===== src/rtl/serial_incrementer_ctrl_pkg.sv =====
// ============================================================================
// Module   : serial_incrementer_ctrl_pkg
// Desc     : State encoding and shared constants for the bit-serial incrementer.
// Revision : 1.0 - initial release
// ============================================================================
`default_nettype none

package serial_incrementer_ctrl_pkg;

    localparam int C_DEFAULT_WIDTH = 16;

    localparam logic [1:0] ST_IDLE = 2'd0;
    localparam logic [1:0] ST_RUN  = 2'd1;
    localparam logic [1:0] ST_DONE = 2'd2;

    typedef enum logic [1:0] {
        S_IDLE = ST_IDLE,
        S_RUN  = ST_RUN,
        S_DONE = ST_DONE
    } state_e;

endpackage

`default_nettype wire


===== src/rtl/serial_incrementer_ctrl_inc_bit_slice.sv =====
// ============================================================================
// Module   : inc_bit_slice
// Desc     : One-bit half-adder slice (bit + carry) built only from NAND cells.
// Revision : 1.0 - initial release
// ============================================================================
`default_nettype none

module inc_bit_slice (
    input  logic bit_i,
    input  logic carry_i,
    output logic sum_o,
    output logic carry_o
);

    logic w_n1;
    logic w_n2;
    logic w_n3;

    // Classic four-NAND XOR; the shared first NAND doubles as the inverted AND
    assign w_n1    = ~(bit_i & carry_i);
    assign w_n2    = ~(bit_i & w_n1);
    assign w_n3    = ~(carry_i & w_n1);
    assign sum_o   = ~(w_n2 & w_n3);
    assign carry_o = ~w_n1;

endmodule

`default_nettype wire


===== src/rtl/serial_incrementer_ctrl.sv =====
// ============================================================================
// Module   : serial_incrementer_ctrl
// Desc     : Bit-serial +1 sequencer reusing one adder slice, with start/ready/done
//            handshake and optional early exit once the carry dies.
// Revision : 1.0 - initial release
// ============================================================================
`default_nettype none

module serial_incrementer_ctrl
    import serial_incrementer_ctrl_pkg::*;
#(
    parameter int WIDTH      = C_DEFAULT_WIDTH,
    parameter bit EARLY_EXIT = 1'b1,
    parameter int CW         = $clog2(WIDTH + 1)
) (
    input  logic             clk,
    input  logic             rst,
    input  logic             start,
    input  logic [WIDTH-1:0] operand,
    output logic             ready,
    output logic             busy,
    output logic             done,
    output logic [WIDTH:0]   result,
    output logic [CW-1:0]    cycles
);

    localparam int                c_IDX_W    = $clog2(WIDTH);
    localparam logic [c_IDX_W-1:0] c_LAST_IDX = c_IDX_W'(WIDTH - 1);

    state_e               r_state_q;
    state_e               w_state_d;
    logic [WIDTH:0]       r_result_q;
    logic [WIDTH:0]       w_result_d;
    logic                 r_carry_q;
    logic                 w_carry_d;
    logic [c_IDX_W-1:0]   r_idx_q;
    logic [c_IDX_W-1:0]   w_idx_d;
    logic [CW-1:0]        r_cycles_q;
    logic [CW-1:0]        w_cycles_d;

    logic                 w_bit;
    logic                 w_sum;
    logic                 w_cout;

    assign w_bit = r_result_q[r_idx_q];

    inc_bit_slice u_slice (
        .bit_i   (w_bit),
        .carry_i (r_carry_q),
        .sum_o   (w_sum),
        .carry_o (w_cout)
    );

    always_comb begin
        w_state_d  = r_state_q;
        w_result_d = r_result_q;
        w_carry_d  = r_carry_q;
        w_idx_d    = r_idx_q;
        w_cycles_d = r_cycles_q;

        case (r_state_q)
            S_IDLE, S_DONE: begin
                if (start) begin
                    w_result_d = {1'b0, operand};
                    w_carry_d  = 1'b1;
                    w_idx_d    = '0;
                    w_cycles_d = '0;
                    w_state_d  = S_RUN;
                end else begin
                    w_state_d  = S_IDLE;
                end
            end
            S_RUN: begin
                w_result_d[r_idx_q] = w_sum;
                w_carry_d           = w_cout;
                w_idx_d             = r_idx_q + c_IDX_W'(1);
                w_cycles_d          = r_cycles_q + CW'(1);
                if (r_idx_q == c_LAST_IDX) begin
                    w_result_d[WIDTH] = w_cout;
                    w_state_d         = S_DONE;
                end else if (EARLY_EXIT && !w_cout) begin
                    // Bits above idx are unaffected once the carry is gone
                    w_state_d = S_DONE;
                end
            end
            default: w_state_d = S_IDLE;
        endcase
    end

    always_ff @(posedge clk) begin
        if (rst) begin
            r_state_q  <= S_IDLE;
            r_result_q <= '0;
            r_carry_q  <= 1'b0;
            r_idx_q    <= '0;
            r_cycles_q <= '0;
        end else begin
            r_state_q  <= w_state_d;
            r_result_q <= w_result_d;
            r_carry_q  <= w_carry_d;
            r_idx_q    <= w_idx_d;
            r_cycles_q <= w_cycles_d;
        end
    end

    assign ready  = (r_state_q == S_IDLE) || (r_state_q == S_DONE);
    assign busy   = (r_state_q == S_RUN);
    assign done   = (r_state_q == S_DONE);
    assign result = r_result_q;
    assign cycles = r_cycles_q;

endmodule

`default_nettype wire


===== config.mk =====
export PLATFORM = sky130hd
export DESIGN_NAME = serial_incrementer_ctrl
export DESIGN_NICKNAME = d
export VERILOG_FILES = /design/src/rtl/serial_incrementer_ctrl_pkg.sv /design/src/rtl/serial_incrementer_ctrl_inc_bit_slice.sv /design/src/rtl/serial_incrementer_ctrl.sv
export SDC_FILE = /design/constraint.sdc
export NUM_CORES = 1
export LEC_CHECK = 0
export ABC_AREA = 1
export BUFFER_PORTS_ARGS = -buffer_cell sky130_fd_sc_hd__buf_2
export CORE_ASPECT_RATIO = 1.75
export CORE_MARGIN = 5
export CORE_UTILIZATION = 40
export CTS_CLUSTER_DIAMETER = 30
export DETAILED_ROUTE_END_ITERATION = 8
export GPL_TIMING_DRIVEN = 1
export PLACE_DENSITY = 0.65
export SYNTH_ARGS = -nofsm -noshare
export SYNTH_HDL_FRONTEND = slang
export SYNTH_SLANG_ARGS = --single-unit

===== constraint.sdc =====
create_clock -name clk -period 2.24 [get_ports clk]
set_input_delay 0.672 -clock clk [delete_from_list [all_inputs] [get_ports clk]]
set_output_delay 0.672 -clock clk [all_outputs]
set_load 0.01 [all_outputs]

# Word level (Yosys, flattened, before mapping)
# Cells that the tools add are included.
# totals
word_cells,46
output_inout_bits,25
input_bits,19
reg_bits,29
# op_classes
muxes,18
eq_ne,5
reduce_logical,6
addsub,2
bitwise_logic,8
order_cmp,2
# ops
operator,count
17-bit one-hot mux with 2 select lines,1
17-bit bitwise mux,1
17-bit 2-to-1 mux,1
5-bit one-hot mux with 2 select lines,1
4-bit one-hot mux with 2 select lines,1
4-bit by 6-bit < comparator with 1-bit output (second input constant),1
5-bit by 1-bit adder with 5-bit output (second input constant),1
1-bit 2-to-1 mux,5
5-bit 2-to-1 mux,1
4-bit by 1-bit adder with 4-bit output (second input constant),1
1-bit bitwise AND,4
1-bit binary-select mux with 4-bit select,1
1-bit demux with 4-bit select,1
4-bit == test (second input constant),1
4-bit by 1-bit >= comparator with 1-bit output (second input constant),1
2-bit 2-to-1 mux,2
4-bit 2-to-1 mux,1
1-bit inverter,4
2-bit one-hot mux with 2 select lines,1
3-bit by 2-bit != test with 1-bit output (second input constant),1
2-bit by 1-bit == test with 1-bit output (second input constant),1
2-bit == test (second input constant),1
2-bit logical NOT,1
2-bit != test (second input constant),1
6 further kinds,6

# Longest topological paths before layout
# logic_depth
word_depth,11
mapped_depth,16
depth_no_buf,15

# Cells and area by module
# Synthesis repeated with hierarchy kept, for this count alone.
# hier_totals
cells_unflattened,315
area_unflattened_um2,1824.2
# modules_own_cells
mod,cells_each,seq_area_each_um2,n_inst,area_each_um2
serial_incrementer_ctrl,314,580.6,1,1811.7
inc_bit_slice,1,0.0,1,12.5

# Least setup slack after synthesis
# No wires, ideal clock.
# synth_path
path_type,flip-flop to flip-flop
start,register r_idx_q[0]
end,"register r_result_q[10], in the netlist result[10]"
t_arrival_ps,1701
path_stages_with_launch,17
setup_slack_ps,475
n_path_buf,2
t_required_ps,2176
setup_ps,64
period_less_slack_ps,1765
cell_sequence,dfxtp_1 buf_2 nand2_1 nand3_1 nand2_1 nand2_1 nand2_1 inv_1 nand2_1 ha_1 inv_1 nor2_2 buf_6 nand3_1 nand2_1 nor2_1 nor2_1
# synth_via
elab_chain_len,10
word_cells_on_any_way,17
cone_classes,order compare: 2; mux: 6; bitwise: 8; reduce/logical: 1
# synth_lines
item,line,source
"start, declared",serial_incrementer_ctrl.sv:36,logic [c_IDX_W-1:0] r_idx_q;
"start signal, assigned",serial_incrementer_ctrl.sv:101,r_idx_q <= w_idx_d;
1-bit binary-select mux with 4-bit select,serial_incrementer_ctrl.sv:45,assign w_bit = r_result_q[r_idx_q];
1-bit 2-to-1 mux (implied by the code),serial_incrementer_ctrl.sv:45,
1-bit bitwise AND,serial_incrementer_ctrl_inc_bit_slice.sv:20,assign w_n1 = ~(bit_i & carry_i);
1-bit inverter,serial_incrementer_ctrl_inc_bit_slice.sv:20,
"1-bit bitwise AND, on equally long branches","serial_incrementer_ctrl_inc_bit_slice.sv:21, serial_incrementer_ctrl_inc_bit_slice.sv:22",
"1-bit inverter, on equally long branches","serial_incrementer_ctrl_inc_bit_slice.sv:21, serial_incrementer_ctrl_inc_bit_slice.sv:22",
1-bit bitwise AND,serial_incrementer_ctrl_inc_bit_slice.sv:23,assign sum_o = ~(w_n2 & w_n3);
1-bit inverter,serial_incrementer_ctrl_inc_bit_slice.sv:23,
17-bit bitwise mux *,serial_incrementer_ctrl.sv:74,w_result_d[r_idx_q] = w_sum;
17-bit one-hot mux with 2 select lines *,serial_incrementer_ctrl.sv:61,case (r_state_q)
"end signal, assigned",serial_incrementer_ctrl.sv:99,r_result_q <= w_result_d;
"end, declared",serial_incrementer_ctrl.sv:32,logic [WIDTH:0] r_result_q;
# Every way passes the cells marked *; elsewhere a longest branch is shown, timed or not. The select of a mux whose other input is x is not followed.
# A chain may end at the register's enable or synchronous reset.

# Worst setup path in the final report
# Ends and elaborated chain as after synthesis.

==> impl_results.md <==
* Status: finished, final reports clean
* Post-synth top flop: dfxtp_1
* Crit-path max FO at 9
* Final worst-path cycle share at 0.884
* Worst Setup End Kind: flip-flop
* Layout cells sized above 1 at 0.191
* Adder-cell area share of the yosys netlist at 0.0396
* ANT nets after route at 0
* Avg Inst Size Synth at 6.02 um2
* PortBufs at 43
* Post-route clock skew at 0.00284 ns
* HP Class: flip-flop to flip-flop
* Synth area leaders: dfxtp_1, nand2_1, nor2_1
* Hold slack at 0.463 ns
* Hold EP: result[16]$_SDFFE_PP0P_
* Routed wire per std cell at 11.9 um
* Worst slew margin at 0.732
* Critical path class: flip-flop to flip-flop
* Post-synthesis mux area share at 0
* Crit path time final at 1.98 ns
* I/O Pins at 44
* Synth Instances at 315
* Clk root buf: clkbuf_8
* Top cells by count, synth: nand2_1, nor2_1, inv_1
* Post-Syn Nets at 340
* Cell Area, Synth at between 1500 and 2000 um2
* Number of failing hold endpoints at the final stage at 0
* DIE HEIGHT at around 100 um
* CP Launch Type: flip-flop
* Drt total wl at about 4900 um
* Final nets at 386
* Synth async-reset ratio at 0
* FILL cells at 534
* Postcts setup bufs at 0
* Clk_lat worst skew at roughly 0.28 ns
* Lkg Pwr at roughly 1.2 nW
* Final GP Congestion at 0.908
* CP required at 2.46 ns
* Fmax at 505 MHz
* Placed Area at about 2100 um2
* Hold Path Origin: result[16]$_SDFFE_PP0P_
* Synth Area in Simple Gates at 0.440
* Vias in the first global route at about 2000
* Post-synthesis sequential area ratio at 0.306
* #FFs+latches synth at 29
* Critical Path Source: r_idx_q[0]$_SDFFE_PP0P_
* Dominant cell by count in the synthesized netlist: nand2_1
* Worst-path clk slew at 0.06 ns
* DRC Markers at 0
* DRT Pass-1 Iters at 4
* PD cells at between 500 and 600 nW/um2
* CTS buffer count at 5
* Vias per inst at 4.76
* Worst R2R Start: r_idx_q[0]$_SDFFE_PP0P_
* YS warnings at 0
* ANT cells at 0
* CTS tree: built
* Reg-to-reg endpoint: result[10]$_SDFFE_PP0P_
* Initial DRC Count at 57
* Final setup viols at 0
* Max-Cap Viols at 0
* Largest net degree at the start of global routing at 24
* Tot GR Track Use at 0.176
* RSZ-0062 raised after global routing: false
* Distinct cells, synth at 23
* Layout Utilization at 0.480
* Worst Tran Pin Value at 0.401 ns
* Crit path arrival time at 2.20 ns
* Pins over their slew limit at 0
* Synth Area in Compound Gates at 0.0977
* Post-route cell area at 2240 um2
* Hold Crit Depth at 2
* Max VDD drop at between 0.3 and 0.4 mV
* Vias at 1964
* Sink Count at 29
* Initial core utilization at 0.406
* Row count at 33
* H-tree levels at 2
* Antenna violations before repair at 0
* GR Overflow Total at 0
* Largest family of logic cells by synthesized area: simple AND/OR/NAND/NOR gates
* Reg2Reg Setup Slack at 0.26 ns
* Yosys top cell area share at 0.306
* Cell taking the most area after synthesis: dfxtp_1
* Area Overhead vs Synth at 18.1%
* Post-synth EDFFs at 0
* Max clock buf depth at 2
* First-pass GRT wire length at 8420 um
* Total die area at ~6300 um2
* Worst reg2reg path depth at 16
* Post-synthesis xor/xnor area fraction at 0
* Die W at 62.0 um
* DP HPWL at 3820 um
* Fin Setup TNS at 0 ns
* Core ar. at 4670 um2
logic make-up after synthesis:
family | Yosys count
AOI/OAI and AO/OA | 35
adders and majority gates | 6
buffers and inverters | 47
DFF | 29
and+or+nand+nor | 198
sequential cells by signal (all words and copies together) (netlist names):
signal     flops
cycles         5
result        17
r_carry_q      1
r_state_q      2
r_idx_q        4
layout by cell type, fill, tap and decap left out, types with 5 or more instances in the layout:
master    netlist  routed
a21oi_1        14      14
buf_2           3      43
buf_4           1       7
clkbuf_8        0       6
dfxtp_1        29      28
ha_1            6       6
inv_1          32      32
nand2_1       123     123
nand3_1        24      24
nor2_1         42      42
o21ai_0        14      14
o21ai_1         5       5
area by class of cell:
type                    instances  area [um2]  share of cell area
multi-input cells             239        1100               0.491
flip-flops and latches         29         582               0.260
repair buffers                 50         268               0.120
inverters                      36         139              0.0620
clock buffers                   7        86.3              0.0386
well taps                      52        65.1              0.0291
routing by layer:
layer / global-route usage / vias up / wire (um)
met4: 0.0735 / 0 / 104
met3: 0.0333 / 9 / 192
met5: 0 / - / 0
met2: 0.299 / 38 / 2600
met1: 0.207 / 853 / 2030
li1: - / 1064 / -
power breakdown:
group          switching, mW  total [mW]  internal, mW  leakage (nW)
clock network          0.192       0.435         0.243        0.0443
registers             0.0219       0.574         0.552         0.239
logic                  0.203       0.322         0.120         0.925
total                  0.417        1.33         0.915          1.21
worst max path at each step:
stage	to	slack (ns)	depth (start not counted)
detailed placement	result[2]$_SDFFE_PP0P_	0.18	16
floorplan	result[10]$_SDFFE_PP0P_	0.48	16
finish	result[10]$_SDFFE_PP0P_	0.26	16
global placement	result[10]$_SDFFE_PP0P_	0.25	16
global route	result[10]$_SDFFE_PP0P_	0.01	16
CTS	result[2]$_SDFFE_PP0P_	0.16	16
critical path, stage by stage, from the launching register on:
cell and delay (ns):
dfxtp_2 0.39, buf_4 0.19, nand2_1 0.07, nand3_1 0.09, nand2_1 0.06, nand2_1 0.06
nand2_1 0.05, inv_1 0.04, nand2_1 0.04, ha_1 0.28, inv_1 0.07, nor2_4 0.13
buf_4 0.18, nand3_1 0.08, nand2_1 0.07, nor2_1 0.04, nor2_1 0.09
metrics by stage:
stage	setup WS (ns)	cells	total power, mW
after floorplan	0.475	315	0.818
after global placement	0.248	406	0.901
after detailed placement	0.176	406	0.906
after CTS	0.162	413	1.35
after global routing	0.0108	413	1.42
final	0.259	413	1.33
repair_timing:
item                                    in CTS  in global routing
resized for setup                            0                  3
hold buffers                                 0                  0
endpoints found under the setup margin       0                  8
(Power assumes the default switching activity.)
